$ cat src/rtl/perf_dump_reader.sv
// perf_dump_reader: reads NUM_WORDS consecutive 32-bit words from a performance counter
// debug window and streams them out as bytes, MSB first, behind an 8'hA5 header byte.
// Optional macro PERF_DUMP_CHECKSUM_EN appends an XOR checksum byte over all data bytes.
module perf_dump_reader #(
  parameter logic [31:0] PERF_BASE = 32'h3000_0000,
  parameter int unsigned NUM_WORDS = 6
) (
  input  logic        clk,
  input  logic        rst,
  input  logic        start,
  output logic [31:0] debug_addr,
  output logic        debug_read,
  input  logic [31:0] debug_data,
  output logic [7:0]  tx_data,
  output logic        tx_valid,
  input  logic        tx_ready,
  output logic        busy,
  output logic        done
);

  localparam logic [2:0] IDLE   = 3'd0;
  localparam logic [2:0] HEADER = 3'd1;
  localparam logic [2:0] READ   = 3'd2;
  localparam logic [2:0] SEND   = 3'd3;
  localparam logic [2:0] CKSUM  = 3'd4;
  localparam logic [2:0] FINISH = 3'd5;

  localparam logic [3:0] LAST_IDX = 4'(NUM_WORDS - 1);

  logic [2:0]  state_q, state_d;
  logic [3:0]  idx_q, idx_d;
  logic [1:0]  byte_q, byte_d;
  logic [31:0] word_q, word_d;
  logic        xfer;

`ifdef PERF_DUMP_CHECKSUM_EN
  logic [7:0] cksum_q, cksum_d;
`endif

  assign xfer = tx_valid & tx_ready;

  // Next-state and datapath updates; tx_data is only consumed on a completed transfer.
  always_comb begin
    state_d = state_q;
    idx_d   = idx_q;
    byte_d  = byte_q;
    word_d  = word_q;
`ifdef PERF_DUMP_CHECKSUM_EN
    cksum_d = cksum_q;
`endif
    case (state_q)
      IDLE: begin
        if (start) begin
          state_d = HEADER;
          idx_d   = 4'd0;
          byte_d  = 2'd0;
`ifdef PERF_DUMP_CHECKSUM_EN
          cksum_d = 8'h00;
`endif
        end
      end
      HEADER: begin
        if (tx_ready) state_d = READ;
      end
      READ: begin
        word_d  = debug_data;
        byte_d  = 2'd0;
        state_d = SEND;
      end
      SEND: begin
        if (tx_ready) begin
          byte_d = byte_q + 2'd1;
`ifdef PERF_DUMP_CHECKSUM_EN
          cksum_d = cksum_q ^ tx_data;
`endif
          if (byte_q == 2'd3) begin
            if (idx_q != LAST_IDX) begin
              idx_d   = idx_q + 4'd1;
              state_d = READ;
            end else begin
`ifdef PERF_DUMP_CHECKSUM_EN
              state_d = CKSUM;
`else
              state_d = FINISH;
`endif
            end
          end
        end
      end
      CKSUM: begin
        // Unreachable without the checksum build.
        if (tx_ready) state_d = FINISH;
      end
      FINISH: state_d = IDLE;
      default: state_d = IDLE;
    endcase
  end

  // State registers with asynchronous active-low reset.
  always_ff @(posedge clk or negedge rst) begin
    if (!rst) begin
      state_q <= IDLE;
      idx_q   <= 4'd0;
      byte_q  <= 2'd0;
      word_q  <= 32'h0;
`ifdef PERF_DUMP_CHECKSUM_EN
      cksum_q <= 8'h00;
`endif
    end else begin
      state_q <= state_d;
      idx_q   <= idx_d;
      byte_q  <= byte_d;
      word_q  <= word_d;
`ifdef PERF_DUMP_CHECKSUM_EN
      cksum_q <= cksum_d;
`endif
    end
  end

  // Outputs decoded from registered state, so they stay stable through tx stalls.
  always_comb begin
    tx_data    = 8'h00;
    tx_valid   = 1'b0;
    debug_read = 1'b0;
    debug_addr = 32'h0;
    case (state_q)
      HEADER: begin
        tx_valid = 1'b1;
        tx_data  = 8'hA5;
      end
      READ: begin
        debug_read = 1'b1;
        debug_addr = PERF_BASE + {26'd0, idx_q, 2'b00};
      end
      SEND: begin
        tx_valid = 1'b1;
        case (byte_q)
          2'd0:    tx_data = word_q[31:24];
          2'd1:    tx_data = word_q[23:16];
          2'd2:    tx_data = word_q[15:8];
          default: tx_data = word_q[7:0];
        endcase
      end
      CKSUM: begin
        tx_valid = 1'b1;
`ifdef PERF_DUMP_CHECKSUM_EN
        tx_data  = cksum_q;
`endif
      end
      default: ;
    endcase
  end

  assign busy = (state_q != IDLE);
  assign done = (state_q == FINISH);

endmodule

$ cat config.mk
export PLATFORM = sky130hd
export DESIGN_NAME = perf_dump_reader
export DESIGN_NICKNAME = d
export VERILOG_FILES = /design/src/rtl/perf_dump_reader.sv
export SDC_FILE = /design/constraint.sdc
export NUM_CORES = 1
export LEC_CHECK = 0
export BUFFER_PORTS_ARGS = -buffer_cell sky130_fd_sc_hd__buf_2
export CAP_MARGIN = 10
export CORE_MARGIN = 10
export CORE_UTILIZATION = 49
export CTS_BUF_LIST = sky130_fd_sc_hd__clkbuf_4 sky130_fd_sc_hd__clkbuf_8 sky130_fd_sc_hd__clkbuf_16
export CTS_CLUSTER_SIZE = 30
export DETAILED_ROUTE_END_ITERATION = 10
export PLACE_DENSITY = 0.76
export SLEW_MARGIN = 20
export SYNTH_ARGS = -nofsm -noshare
export SYNTH_HDL_FRONTEND = slang
export SYNTH_SLANG_ARGS = --single-unit
$ cat constraint.sdc
create_clock -name clk -period 2.1 [get_ports clk]
set_clock_uncertainty 0.05 [all_clocks]
set_input_delay 0.42 -clock clk [delete_from_list [all_inputs] [get_ports clk]]
set_output_delay 0.42 -clock clk [all_outputs]
set_load 0.01 [all_outputs]
==> key figures <==
STA
  • Fmax: 445 MHz
  • Setup-failing EPs final: 7
  • Setup_tns: -0.651 ns
  • Final period utilization: 107%
  • Hold Vio Cnt, Final: 0
  • Time the worst path needs with I/O delays and setup: 2.25 ns
  • RSZ-0062 raised after global routing: true
  • Final max-slew violation count: 0
  • Crit path setup slack, layout: -0.146 ns

Critical path
  • Startpoint types: flop
  • Crit. End Element: output port
  • Worst EP required: 1.63 ns
  • End point of the critical path: tx_data[0]
  • Crit path kind: flop to output port
  • Worst reg2reg setup slack: 0.40 ns
  • Crit. Startpoint: byte_q[0]
  • R2R Path Start: state_q[2]
  • R2r worst-path depth: 4
  • Reg-to-Reg End: word_q[14]
  • Worst Path Max Fanout: 8
  • Data arrival, critical path: 1.78 ns

Clock tree
  • Root buffer cell: clkbuf_8
  • CTS tree: done
  • # hold bufs at CTS: 0
  • TritonCTS Sinks: about 40
  • Clk_lat worst skew: 0.29 ns
  • Num CTS Buffers: 5
  • Max clock buf depth: 2
  • Clk pin slew, worst setup/hold paths: approximately 0.080 ns
  • Htree depth: 2

Synthesis
  • Cells after synthesis: 202
  • Share of the synthesized area in the top cell type: 46.2%
  • Syn. warnings: 0
  • Yosys cell types: 31
  • Synth top area cells: dfrtp_1, mux2_2, buf_4
  • Cell taking the most area after synthesis: dfrtp_1
  • Post-synthesis sequential area ratio: 46.2%
  • Mapped Area: around 2200 um2
  • Avg Cell Area, Syn: 11.0 um2
  • #FFs+latches synth: 41

Layout
  • Layout cell share with drive strength beyond 1: 44.5%
  • Fin area: approximately 2600 um2
  • FF/Latch Area: 1030 um2
  • Finished Layout Cells: 308
  • Multi-input gate area: between 1000 and 1500 um2
  • Fin nets: 297
  • Area Overhead vs Synth: 18.3%
  • Fillers: about 380
  • Inserted Diodes: 0

Placed design
  • Hpwl dp: 3850 um
  • GP Congestion: 0.786
  • Port Buffers: 53
  • Placed Area: between 2000 and 2500 um2
  • Placed insts: between 200 and 300

Drt
  • Initial DRC Count: 139
  • Final antenna-violating net count: 0
  • Drt first pass iters: 5
  • Vias: between 1.5k and 2k
  • Wire per inst: 16.5 um
  • DRC violation count after routing: 0
  • Routed wire length: roughly 5100 um
  • Via density: 5.31

Floorplanning
  • Die footprint: 7620 um2
  • Site row count: 24
  • Initial Utilization: between 50% and 60%
  • Die Y: around 87 um
  • DIE WIDTH: 87.3 um
  • Ports: 80
  • Core area: approximately 4400 um2

Global routing
  • Pin count of the biggest net entering global routing: 33
  • Initial antenna violation count: 0
  • Vias in the first global route: ~1.7k
  • Total track usage: 13.4%
  • First-pass GRT wire length: 8290 um
  • Total gr overflow: 0

Power
  • Pwr per Cell Area: 1490 nW/um2
  • Maximum vdd drop: 0.875 mV
  • Pleak: 1.21 nW
  • Overall power: 3.90 mW

Run status
  • Outcome: complete, but fails checks
  • Failing checks: negative setup slack

Worst hold path
  • Hold Crit Class: primary input to asynchronous set/reset pin

Job
  • Max Cap Viol: 0
## cell families after synthesis
kind of cell,synth area share [%]
AO/OA/AOI/OAI,11.4
adder cells (fa/ha/maj),3.38
AND/OR/NAND/NOR,9.31
multiplexers,16.8
flip-flops,46.2
buffers and inverters,12.7
other,0.169
## where the power goes
group,leakage [nW],total (mW),internal (mW),switching [mW]
combinational,0.672,1.80,0.930,0.870
sequential,0.485,1.43,1.17,0.265
clock,0.0574,0.667,0.386,0.280
total,1.21,3.90,2.49,1.42
## synth_stat cells
cell type / number
or3_1: 1
nand2b_1: 4
nand2_1: 4
o21ai_1: 3
o31ai_1: 1
buf_4: 31
a21oi_1: 11
nand3_1: 2
clkbuf_1: 4
nand3b_1: 2
ha_1: 6
and2_1: 3
a41oi_1: 1
nor2_4: 1
nand4_1: 3
a222oi_1: 8
a221o_1: 1
o22a_1: 1
dfrtp_1: 41
nor2_1: 14
o21ai_0: 11
or3b_1: 1
nor2b_2: 1
nor2b_1: 1
nor3_1: 2
inv_1: 5
a31oi_1: 1
a21o_1: 1
conb_1: 1
mux2_2: 33
buf_2: 3
## through the flow
stage	utilization [%]	hold WS [ns]	worst slack (ns)
floorplan	-	0.0744	0.293
global placement	55.2	0.361	0.135
detailed placement	55.2	0.369	0.0755
CTS	59.3	0.0400	-0.134
global route	59.9	0.0552	-0.269
finish	59.9	0.0275	-0.146
## layout make-up
type,instances,share of cell area [%]
inverters,5,0.715
clock buffers,6,3.15
well taps,52,2.48
clock inverters,2,1.43
flip-flops and latches,41,39.2
multi-input cells,143,40.1
repair buffers,59,12.9
## cell usage in the layout, fill, tap and decap left out, drive strengths merged, types with 2 or more instances in the layout
cell type / netlist / routed
ha: 6 / 6
buf: 34 / 59
nand3: 2 / 2
nand4: 3 / 3
nand3b: 2 / 2
dfrtp: 41 / 41
inv: 5 / 5
mux2: 33 / 33
conb: 1 / 26
nand2b: 4 / 4
o21ai: 14 / 14
nor3: 2 / 2
a222oi: 8 / 8
clkbuf: 4 / 6
nor2: 15 / 15
nor2b: 2 / 2
a21oi: 11 / 11
and2: 3 / 3
nand2: 4 / 4
## sequential cells by signal, indices dropped and copies added, names as in the netlist
name,cells
idx_q,4
word_q,32
state_q,3
byte_q,2
## worst min path at each step
stage	start	to	slack [ns]	cells after the start
finish	rst	word_q[5]	0.03	1
global route	rst	word_q[0]	0.06	1
CTS	rst	word_q[29]	0.04	1
detailed placement	rst	word_q[29]	0.37	1
global placement	rst	word_q[5]	0.36	1
floorplan	rst	byte_q[0]	0.07	0
## worst max-delay path: stages (launching register included)
cell and delay [ns]:
dfrtp_1 0.38, inv_2 0.09, ha_4 0.20, buf_4 0.14, a222oi_1 0.36, a21oi_1 0.14
buf_2 0.17
## per-layer routing
metal	up-vias	part of all wire [%]	global-route usage, %
li1	769	-	-
met5	-	0	0
met1	781	39	16.3
met3	3	15	6.84
met2	83	45	20.7
met4	0	0.75	3.04
## timing repair
item | CTS | global route
gates resized for setup | 11 | 5
buffers inserted | 2 | 2
endpoints found under the setup margin | 8 | 11
pin swaps | 9 | 6
gates cloned | 0 | 0
(Power assumes the default switching activity.)
